==> src/rtl/vram_rect_fill_8_pkg.sv <==
// Shared constants and FSM encoding for the VRAM rectangle filler.
package vram_rect_fill_8_pkg;
   localparam int C_COORD_WIDTH = 6;     // bits per axis (64x64 VRAM)
   localparam int C_DATA_WIDTH  = 8;     // RGB332 pixel
   localparam int C_VRAM_SIZE   = 4096;  // bytes

   typedef enum logic [1:0] {
      ST_IDLE    = 2'd0,
      ST_WAIT_VS = 2'd1,
      ST_FILL    = 2'd2,
      ST_DONE    = 2'd3
   } state_t;
endpackage

==> src/rtl/vram_rect_fill_8_vsync_edge.sv <==
// Registers vsync and flags its 1->0 transition (start of the blanking pulse).
module vsync_edge_detect (
   input  logic clk,
   input  logic reset,
   input  logic vsync_i,
   output logic fall_o
);
   logic vs_q;

   // Previous vsync level; resets low so a reset never fakes a falling edge.
   always_ff @(posedge clk or posedge reset) begin
      if (reset) vs_q <= 1'b0;
      else       vs_q <= vsync_i;
   end

   assign fall_o = vs_q & ~vsync_i;
endmodule

==> src/rtl/vram_rect_fill_8.sv <==
// Clipped rectangle fill into a 64x64 byte VRAM, one pixel write per cycle,
// optionally deferred to the next vsync falling edge.
module vram_rect_fill_8 #(
   parameter int C_COORD_WIDTH = vram_rect_fill_8_pkg::C_COORD_WIDTH,
   parameter int C_DATA_WIDTH  = vram_rect_fill_8_pkg::C_DATA_WIDTH
) (
   input  logic                           clk,
   input  logic                           reset,
   input  logic                           start,
   input  logic [C_COORD_WIDTH-1:0]       x0,
   input  logic [C_COORD_WIDTH-1:0]       y0,
   input  logic [C_COORD_WIDTH:0]         w,
   input  logic [C_COORD_WIDTH:0]         h,
   input  logic [C_DATA_WIDTH-1:0]        color,
   input  logic                           use_vsync,
   input  logic                           vsync,
   output logic                           busy,
   output logic                           done,
   output logic signed [31:0]             data_address,
   output logic signed [C_DATA_WIDTH-1:0] data_din,
   output logic                           data_we
);
   import vram_rect_fill_8_pkg::*;

   localparam int CW = C_COORD_WIDTH;
   localparam int DW = C_DATA_WIDTH;
   // Number of pixels per axis, expressed in the (CW+1)-bit length width.
   localparam logic [CW:0] SPAN = {1'b1, {CW{1'b0}}};

   // Length clipped to the pixels remaining before the right/bottom edge.
   function automatic logic [CW:0] clip_len(input logic [CW-1:0] pos, input logic [CW:0] len);
      logic [CW:0] room;
      room = SPAN - {1'b0, pos};
      return (len < room) ? len : room;
   endfunction

   function automatic logic [31:0] pix_addr(input logic [CW-1:0] y, input logic [CW-1:0] x);
      return {{(32-2*CW){1'b0}}, y, x};
   endfunction

   state_t          state_q, state_d;
   logic [CW-1:0]   x0_q, x0_d, y0_q, y0_d;
   logic [CW:0]     w_q, w_d, h_q, h_d;
   logic [DW-1:0]   color_q, color_d;
   logic            use_vs_q, use_vs_d;
   // Offset of the pixel currently presented on the write port.
   logic [CW:0]     col_q, col_d, row_q, row_d;
   logic [31:0]     addr_q, addr_d;
   logic [DW-1:0]   din_q, din_d;
   logic            we_q, we_d;
   logic            vs_fall;
   logic [CW:0]     eff_w, eff_h;

   vsync_edge_detect u_vs_edge (
      .clk     (clk),
      .reset   (reset),
      .vsync_i (vsync),
      .fall_o  (vs_fall)
   );

   assign eff_w = clip_len(x0_q, w_q);
   assign eff_h = clip_len(y0_q, h_q);

   // Next-state and next-write decode; the first pixel is loaded on the edge
   // that leaves IDLE/WAIT_VS so it is on the bus in the first FILL cycle.
   always_comb begin
      state_d  = state_q;
      x0_d     = x0_q;
      y0_d     = y0_q;
      w_d      = w_q;
      h_d      = h_q;
      color_d  = color_q;
      use_vs_d = use_vs_q;
      col_d    = col_q;
      row_d    = row_q;
      we_d     = 1'b0;
      addr_d   = addr_q;
      din_d    = din_q;
      case (state_q)
         ST_IDLE: begin
            if (start) begin
               x0_d     = x0;
               y0_d     = y0;
               w_d      = w;
               h_d      = h;
               color_d  = color;
               use_vs_d = use_vsync;
               col_d    = '0;
               row_d    = '0;
               if (w == '0 || h == '0) begin
                  state_d = ST_DONE;
               end else if (use_vsync) begin
                  state_d = ST_WAIT_VS;
               end else begin
                  state_d = ST_FILL;
                  we_d    = 1'b1;
                  addr_d  = pix_addr(y0, x0);
                  din_d   = color;
               end
            end
         end
         ST_WAIT_VS: begin
            // use_vs_q is always set in this state; the edge is what matters.
            if (use_vs_q && vs_fall) begin
               state_d = ST_FILL;
               we_d    = 1'b1;
               addr_d  = pix_addr(y0_q, x0_q);
               din_d   = color_q;
            end
         end
         ST_FILL: begin
            if (col_q == eff_w - 1'b1) begin
               if (row_q == eff_h - 1'b1) begin
                  state_d = ST_DONE;
               end else begin
                  col_d  = '0;
                  row_d  = row_q + 1'b1;
                  we_d   = 1'b1;
                  addr_d = pix_addr(y0_q + row_d[CW-1:0], x0_q);
               end
            end else begin
               col_d  = col_q + 1'b1;
               we_d   = 1'b1;
               addr_d = pix_addr(y0_q + row_q[CW-1:0], x0_q + col_d[CW-1:0]);
            end
         end
         ST_DONE: state_d = ST_IDLE;
         default: state_d = ST_IDLE;
      endcase
   end

   // State, latched command and registered write port.
   always_ff @(posedge clk or posedge reset) begin
      if (reset) begin
         state_q  <= ST_IDLE;
         x0_q     <= '0;
         y0_q     <= '0;
         w_q      <= '0;
         h_q      <= '0;
         color_q  <= '0;
         use_vs_q <= 1'b0;
         col_q    <= '0;
         row_q    <= '0;
         addr_q   <= '0;
         din_q    <= '0;
         we_q     <= 1'b0;
      end else begin
         state_q  <= state_d;
         x0_q     <= x0_d;
         y0_q     <= y0_d;
         w_q      <= w_d;
         h_q      <= h_d;
         color_q  <= color_d;
         use_vs_q <= use_vs_d;
         col_q    <= col_d;
         row_q    <= row_d;
         addr_q   <= addr_d;
         din_q    <= din_d;
         we_q     <= we_d;
      end
   end

   assign busy         = (state_q == ST_WAIT_VS) || (state_q == ST_FILL);
   assign done         = (state_q == ST_DONE);
   assign data_address = addr_q;
   assign data_din     = din_q;
   assign data_we      = we_q;
endmodule

==> config.mk <==
export PLATFORM = sky130hd
export DESIGN_NAME = vram_rect_fill_8
export DESIGN_NICKNAME = d
export VERILOG_FILES = /design/src/rtl/vram_rect_fill_8_pkg.sv /design/src/rtl/vram_rect_fill_8_vsync_edge.sv /design/src/rtl/vram_rect_fill_8.sv
export SDC_FILE = /design/constraint.sdc
export NUM_CORES = 1
export LEC_CHECK = 0
export CAP_MARGIN = 10
export CORE_MARGIN = 3
export CORE_UTILIZATION = 55
export CTS_CLUSTER_DIAMETER = 30
export CTS_CLUSTER_SIZE = 16
export DETAILED_ROUTE_END_ITERATION = 8
export PLACE_DENSITY = 0.84
export SLEW_MARGIN = 30
export SYNTH_ARGS = -nofsm -noshare
export SYNTH_HDL_FRONTEND = slang
export SYNTH_HIERARCHICAL = 1
export SYNTH_SLANG_ARGS = --single-unit
==> constraint.sdc <==
create_clock -name clk -period 6.75 [get_ports clk]
set_clock_uncertainty 0.15 [all_clocks]
set_input_delay 1.0125 -clock clk [delete_from_list [all_inputs] [get_ports clk]]
set_output_delay 1.0125 -clock clk [all_outputs]
set_load 0.02 [all_outputs]
# After elaboration in Yosys (flattened, before gate mapping)
# Index checks and enable logic that the tools add are counted.
# totals
ff_bits	93
inputBits	39
elab_cells	89
# classes
n_reduce_logical	15
bitwise_logic	2
eq_ne	13
mux	35
n_addsub	9
order_cmp	2
# op_table
cell	n
$mux 32	6
$pmux 32 s3	1
$mux 7	7
$mux 8	4
$pmux 7 s2	2
$add 6x6->6	3
$pmux 8 s2	1
$add 7x1->7 const B	2
$eq 7x7->1	2
$logic_not 7->1	2
$lt 7x7->1	2
$ne 2x2->1 const B	7
$sub 7x1->7 const B	2
$sub 7x6->7 const A	2
$mux 2	6
$pmux 2 s4	1
$reduce_and 4->1	2
$mux 1	6
$reduce_and 6->1	1
$reduce_and 5->1	1
$eq 2x2->1 const B	2
$reduce_bool 2->1	2
$ne 3x3->1 const B	1
$pmux 1 s3	1
9 further kinds	10

# Depth between registers and ports, before layout
# Gate-level depths: netlist (run 1).
# depth
ltp_word	8
mapped_depth	30
mapped_depth_nobuf	28

# Cells and area by module
# Netlist (run 1), hierarchy kept.
# by_module_without_submodules
module	seq_area_each_um2	area_each_um2	cells_per_inst	n_inst
vram_rect_fill_8	1801.7	5540.3	590	1
vsync_edge_detect	25.0	42.5	3	1

# Worst setup path after synthesis (run 1)
# No wires, ideal clock.
# synth_timing
kind	reg-to-reg
start	register x0_q[0]
end	register addr_q[11], in the netlist data_address[11]
path_slack_ps	1193
path_stages_with_launch	27
arrival_time_ps	5322
required_ps	6514
setup_ps	86
period_less_slack_ps	5557
cell_sequence	dfrtp_1 inv_1 ha_1 xor2_1 ha_1 a21oi_1 o21ai_0 maj3_2 a21oi_1 buf_6 mux2i_1 ha_1 nand2_1 mux2i_1 xnor2_1 nand4_2 nor2_1 inv_1 o21ai_0 ha_1 nand3_1 nand2_1 a21o_1 a21oi_1 xnor2_1 or3b_1 a32oi_1
# synth_between
elab_chain_cells	7
word_cells_on_any_way	9
cone_classes	2 x add/sub; 1 x order compare; 2 x eq/ne; 3 x mux; 1 x reduce/logical
# synth_lines
element	line	text
start: declaration	vram_rect_fill_8.sv:42	logic [CW-1:0] x0_q, x0_d, y0_q, y0_d;
start signal: assignment	vram_rect_fill_8.sv:136	x0_q <= '0;
start signal: assignment	vram_rect_fill_8.sv:149	x0_q <= x0_d;
$sub 7x6->7 *	vram_rect_fill_8.sv:33	room = SPAN - {1'b0, pos};
$lt 7x7->1	vram_rect_fill_8.sv:34	return (len < room) ? len : room;
$mux 7 *	vram_rect_fill_8.sv:34	
$sub 7x1->7 *	vram_rect_fill_8.sv:112	if (col_q == eff_w - 1'b1) begin
$eq 7x7->1 *	vram_rect_fill_8.sv:112	
$ne 3x3->1 (no source line) / $mux 32 (equally long branches)	n/a	
$reduce_and 6->1 (no source line) / $pmux 32 s3 (equally long branches)	n/a	
end signal: assignment	vram_rect_fill_8.sv:157	addr_q <= addr_d;
end: declaration	vram_rect_fill_8.sv:48	logic [31:0] addr_q, addr_d;
# Mark *: on every way between the ends. The rest lies on a longest branch, timed or not.
# A chain may end at the register's enable or synchronous reset.

# Worst setup path after layout (run 1)
# layout_timing
start	register y0_q[0]
end	register addr_q[11], in the netlist data_address[11]
# layout_between
elab_chain_cells	7
word_cells_on_any_way	12
cone_classes	4 x add/sub; 1 x order compare; 2 x eq/ne; 4 x mux; 1 x reduce/logical
# layout_lines
element	line	text
start: declaration	vram_rect_fill_8.sv:42	
start signal: assignment	vram_rect_fill_8.sv:150	y0_q <= y0_d;
$sub 7x6->7	vram_rect_fill_8.sv:33	
$lt 7x7->1	vram_rect_fill_8.sv:34	
$mux 7	vram_rect_fill_8.sv:34	
$sub 7x1->7	vram_rect_fill_8.sv:113	if (row_q == eff_h - 1'b1) begin
$eq 7x7->1	vram_rect_fill_8.sv:113	
$ne 3x3->1 (no source line)	n/a	
$reduce_and 6->1 (no source line)	n/a	
# Several ways; a longest one is shown, not always the timed one. The select of a mux whose other input is x is not followed.

==> results_dict.tcl, run 1 <==
set metrics [dict create \
    setup_viol 0 \
    dp_hpwl_mm 9.72 \
    setup.worst_path.end_class "register" \
    peakVddDrop_mv 0.111 \
    worstHoldEndpoint "data_address[4]" \
    utilization_pct 65.2 \
    hold_path_depth 2 \
    cp.arrival_ns 6.40 \
    yosysTopAreaCell "dfrtp_1" \
    clock_sinks 73 \
    ys_types 78 \
    hold_path_class "reg -> reg" \
    fill_cells 809 \
    hold_viol 0 \
    final_antenna_net_count 0 \
    cts_root_buffer "clkbuf_8" \
    wl_per_cell_um 16.9 \
    synth_top_flop_cell "dfrtp_1" \
    core_sq_um 9820 \
    critPathLaunch "y0_q[0]" \
    die_w_um 107 \
    p_leak_nw 3.01 \
    avgSynthCellArea_sq_um 9.41 \
    worstReg2RegStart "y0_q[0]" \
    path_cells "or4_4, o21a_1, or2_2, ha_1, a2111o_1, a31oi_1, or2_2, nor2_1, a21oi_1, ha_1, nor3b_1, nand2_1, xnor2_1, o211ai_1, o31ai_1, nand3_1, nand4b_1, o41ai_4, buf_4, a211oi_1, a32oi_1" \
    routed_wl_mm 13.1 \
    antenna_found_initial 0 \
    fp.dieArea_sq_um 11400 \
    worst_setup_path_start_kind "register" \
    portBuffers 61 \
    start_util_pct 56.9 \
    area_growth_pct 14.7 \
    io-pin-count 82 \
    cts.clk_slew.worst_paths_ns 0.08 \
    grt_pass1_wl_mm 22.1 \
    h-tree-depth 3 \
    synth.most_common_cell "dfrtp_1" \
    grt_usage_pct 23.8 \
    synth_warnings 6 \
    status "finished, final reports clean" \
    nNetsFinal 713 \
    fin_crit_sh_pct 92.9 \
    crit_type "reg -> reg" \
    crit_path_top_delay_cell "o41ai_4" \
    drc 0 \
    synth_common_cells "dfrtp_1, nand2_1, nor2_1" \
    p_per_area_nw_per_um2 140 \
    final-max-slew-violation-count 0 \
    gp_congestion 0.897 \
    avgViaCountPerCell 5.91 \
    critPathMaxStageDelay_ns 0.81 \
    grt_max_degree 73 \
    row_count 36 \
    cts_tree "done" \
    postCtsSetupBuffers 0 \
    grt_pass1_vias 4549 \
    tightest_slew_ns 0.899 \
    synth.area.top_cells "dfrtp_1, mux2_2, ha_1" \
    clk_latency_ns 0.36 \
    cp_max_fo 14 \
    dieHeight_um 107 \
    grt_overflow_total 0 \
    ff2ff_setup_slack_ns 0.48 \
    required_ns 6.88 \
    netlist_area_sq_um 5580 \
    synth_edf_count 0 \
    clock.fmax_mhz 160 \
    crit_family "compound AO/OA/AOI/OAI gates" \
    synth_top_area_share_pct 32.7 \
    clk_path_buf_depth 2 \
    synth_seq_cells 73 \
    seq_area_frac_synth_pct 32.7 \
    reg2reg_depth 21 \
    first_pass_iters 5 \
    r2r_end "data_address[11]" \
    cts_buffers 9 \
    num_antenna_cells 0 \
    p_total_mw 0.898 \
    path_buf_inv 1 \
    slew_headroom_pct 40.1 \
    period_needed_ns 6.27 \
    setup_tns_ns 0 \
    drtIter0Drc 397 \
    drive_above_1_share_pct 13.0 \
    maxCapViolations 0 \
    min_from "data_address[4]" \
    async_reset_ff_share_pct 100 \
    syn_inst 593 \
    vias 4594 \
]
tightest hold or removal path, stage by stage, from the launching register on:
cell and delay [ns]:
dfrtp_1 0.35, nand2_1 0.05, o31ai_1 0.05
cells by family after synthesis:
group	synth area share, %
compound gates	18.0
xor+xnor	7.37
fa+ha+maj	8.31
buf+inv	7.31
flops	32.7
mux	11.2
other cells	0.0672
simple gates	15.0
cell usage in the layout (no fill, tap or decap), types with 14 or more instances in the layout:
master,instances
conb_1,20
nand2_1,43
dfrtp_1,73
o31ai_1,14
xnor2_1,35
ha_1,33
nor2_1,37
inv_1,29
o21ai_0,24
mux2_2,37
a21oi_1,36
clkdlybuf4s50_1,61
mux2i_1,18
stage by stage:
step | area, sq um | hold slack [ns] | std cells | setup slack, ns
global placement | 6170 | 0.317 | 761 | 0.808
floorplan | 5650 | 0.329 | 612 | 1.19
global route | 6400 | 0.360 | 777 | -0.00449
detailed placement | 6170 | 0.320 | 761 | 0.534
CTS | 6400 | 0.338 | 777 | 0.492
finish | 6400 | 0.336 | 777 | 0.481
registers in the layout, indices dropped and copies added (netlist names):
| name | count |
|---|---|
| u_vs_edge/vs_q | 1 |
| data_din | 8 |
| data_address | 12 |
| row_q | 7 |
| x0_q | 6 |
| color_q | 8 |
| data_we | 1 |
| y0_q | 6 |
| state_q | 2 |
| use_vs_q | 1 |
| h_q | 7 |
| w_q | 7 |
| col_q | 7 |
per-layer routing:
metal	GRT usage, %	up-vias	wire length, um
met5	0	-	0
met4	6.58	0	218
met3	5.42	30	973
met2	38.5	177	6300
met1	32.1	2202	5630
li1	-	2185	-
final cells by class:
class | count | area, sq um | area share [%]
well taps | 133 | 166 | 2.60
clock buffers | 10 | 138 | 2.15
clock inverters | 6 | 90.1 | 1.41
flip-flops and latches | 73 | 1830 | 28.5
repair buffers | 65 | 644 | 10.1
multi-input cells | 460 | 3430 | 53.5
inverters | 30 | 113 | 1.76
power by group:
group,total [mW],switching [mW],internal (mW)
sequential,0.441,0.00159,0.440
combinational,0.0573,0.0308,0.0265
clock,0.399,0.180,0.220
total,0.898,0.212,0.686
worst max-delay path by stage:
| stage | end | cells past startpoint | slack, ns |
|---|---|---|---|
| after floorplan | data_address[11] | 26 | 1.19 |
| after global placement | data_address[11] | 21 | 0.81 |
| after detailed placement | data_address[11] | 21 | 0.53 |
| after CTS | data_address[11] | 26 | 0.49 |
| after global routing | data_address[11] | 26 | -0.004 |
| final | data_address[11] | 21 | 0.48 |
timing repair:
item / in CTS / in global routing
hold buffers: 0 / 0
endpoints found under the hold margin: 0 / 0
setup endpoints to repair: 0 / 1
resized for setup: 0 / 1
No activity file was read; power rests on OpenSTA's default activity.
==> run 2: changes to the inputs <==
--- a/config.mk
+++ b/config.mk
@@ -12,7 +12,6 @@
 export CTS_CLUSTER_SIZE = 16
 export DETAILED_ROUTE_END_ITERATION = 8
 export PLACE_DENSITY = 0.84
-export SLEW_MARGIN = 30
 export SYNTH_ARGS = -nofsm -noshare
 export SYNTH_HDL_FRONTEND = slang
 export SYNTH_HIERARCHICAL = 1
==> run 2 against run 1 <==
Net effect: hold slack about the same; highest routed layer unchanged; die area unchanged; sequential power about the same; critical path type unchanged.
==> results_dict.tcl, run 2 (synthesis gave the netlist of run 1 again) <==
set metrics [dict create \
    status "finished, final reports clean" \
    reg2reg_depth 21 \
    grt_max_degree 73 \
    cts_resized 0 \
    required_ns 6.88 \
    ff2ff_setup_slack_ns 0.38 \
    worst_setup_path_start_kind "register" \
    dieHeight_um 107 \
    dpl_cell_area_sq_um 6170 \
    die_w_um 107 \
    multi_input_area_sq_um 3420 \
    drive_above_1_share_pct 12.6 \
    avgViaCountPerCell 5.95 \
    largest_reg_flops 12 \
    clock.fmax_mhz 157 \
    design_area_sq_um 6380 \
    seq_area_sq_um 1830 \
    clk_latency_ns 0.37 \
    drtIter0Drc 399 \
    layout_common_cells "dfrtp_1, clkdlybuf4s50_1, nand2_1" \
    nNetsFinal 713 \
    pre_cts_slack_ns 0.552 \
    postCtsSetupBuffers 0 \
    cts_hold_buf 0 \
    crit_type "reg -> reg" \
    hold_path_depth 2 \
    setup_viol 0 \
    worstReg2RegStart "y0_q[0]" \
    cts_buffers 9 \
    final-max-slew-violation-count 0 \
    cp_max_fo 14 \
    drc 0 \
    num_antenna_cells 0 \
    dp_hpwl_mm 9.71 \
    setup_tns_ns 0 \
    clock_sinks 73 \
    row_count 36 \
    hold_viol 0 \
    hold_ws_ns 0.336 \
    grt_pass1_wl_mm 22.3 \
    fp.dieArea_sq_um 11400 \
    peakVddDrop_mv 0.108 \
    cts_tree "done" \
    period_needed_ns 6.37 \
    setup.worst_path.end_class "register" \
    cts.clk_slew.worst_paths_ns 0.08 \
    grt_usage_pct 24.2 \
    antenna_found_initial 0 \
    rsz0062_at_grt "no" \
    io-pin-count 82 \
    final.setup.worst_slack_ns 0.382 \
    maxCapViolations 0 \
    p_per_area_nw_per_um2 139 \
    vias 4623 \
    cp.arrival_ns 6.50 \
    layout.cells.non_filler 777 \
    utilization_pct 65.0 \
    placedCellCount 761 \
    wl_per_cell_um 17.0 \
    p_total_mw 0.889 \
    final_antenna_net_count 0 \
    first_pass_iters 5 \
    start_util_pct 56.9 \
    grt_pass1_vias 4657 \
    p_leak_nw 3.00 \
    routed_wl_mm 13.2 \
    core_sq_um 9820 \
    tightest_slew_ns 1.15 \
    h-tree-depth 3 \
    fin_crit_sh_pct 94.3 \
    worstHoldEndpoint "data_address[4]" \
    cts_root_buffer "clkbuf_8" \
    gp_congestion 0.897 \
    min_from "data_address[4]" \
    area_growth_pct 14.4 \
    layout_commonest_cell "dfrtp_1" \
    clk_path_buf_depth 2 \
    grt_overflow_total 0 \
    hold_path_class "reg -> reg" \
    fill_cells 810 \
    portBuffers 61 \
    r2r_end "data_address[11]" \
    slew_headroom_pct 23.6 \
]
==> run 2: worst max-delay path by stage <==
| stage | slack (ns) | startpoint | end |
|---|---|---|---|
| 6_report | 0.38 | y0_q[0] | data_address[11] |
| 5_1_grt | 0.03 | x0_q[1] | data_address[11] |
| 4_1_cts | 0.49 | y0_q[0] | data_address[11] |
| 3_5_place_dp | 0.55 | y0_q[0] | data_address[11] |
| 3_3_place_gp | 0.81 | y0_q[0] | data_address[11] |
| 2_1_floorplan | 1.19 | x0_q[0] | data_address[11] |
==> run 2: layout make-up <==
cell class	count	area share (%)
sequential	73	28.6
clock buffer	10	2.00
multi-input combinational	460	53.6
tap	133	2.61
clock inverter	6	1.43
inverter	30	1.76
timing repair buffer	65	10.0
==> run 2: routing by layer <==
layer	GRT usage, %	share of wire [%]
met5	0	0
met4	7.95	2.1
met3	6.26	8.2
met2	39.6	48
met1	31.4	42
==> run 2: critical path, stage by stage (launching register included) <==
cell      delay [ns]
dfrtp_1         0.52
or4_4           0.60
o21a_1          0.20
or2_2           0.32
ha_1            0.20
a2111o_1        0.38
a31oi_1         0.36
or2_2           0.28
nor2_1          0.07
a21oi_1         0.16
ha_1            0.31
nor3b_1         0.36
nand2_1         0.12
xnor2_1         0.17
o211ai_1        0.11
o31ai_1         0.10
nand3_1         0.10
nand4b_1        0.33
o41ai_4         0.84
buf_4           0.31
a211oi_1        0.07
a32oi_1         0.21
==> run 2: where the power goes <==
| part | switching [mW] | total [mW] | internal, mW |
|---|---|---|---|
| sequential | 0.00159 | 0.441 | 0.440 |
| clock | 0.181 | 0.391 | 0.210 |
| combinational | 0.0306 | 0.0569 | 0.0263 |
==> run 3: changes to the inputs <==
--- a/config.mk
+++ b/config.mk
@@ -9,7 +9,6 @@
 export CORE_MARGIN = 3
 export CORE_UTILIZATION = 55
 export CTS_CLUSTER_DIAMETER = 30
-export CTS_CLUSTER_SIZE = 16
 export DETAILED_ROUTE_END_ITERATION = 8
 export PLACE_DENSITY = 0.84
 export SYNTH_ARGS = -nofsm -noshare
==> results of run 3 <==
Final layout, timing and power as in run 2 (identical DEF).
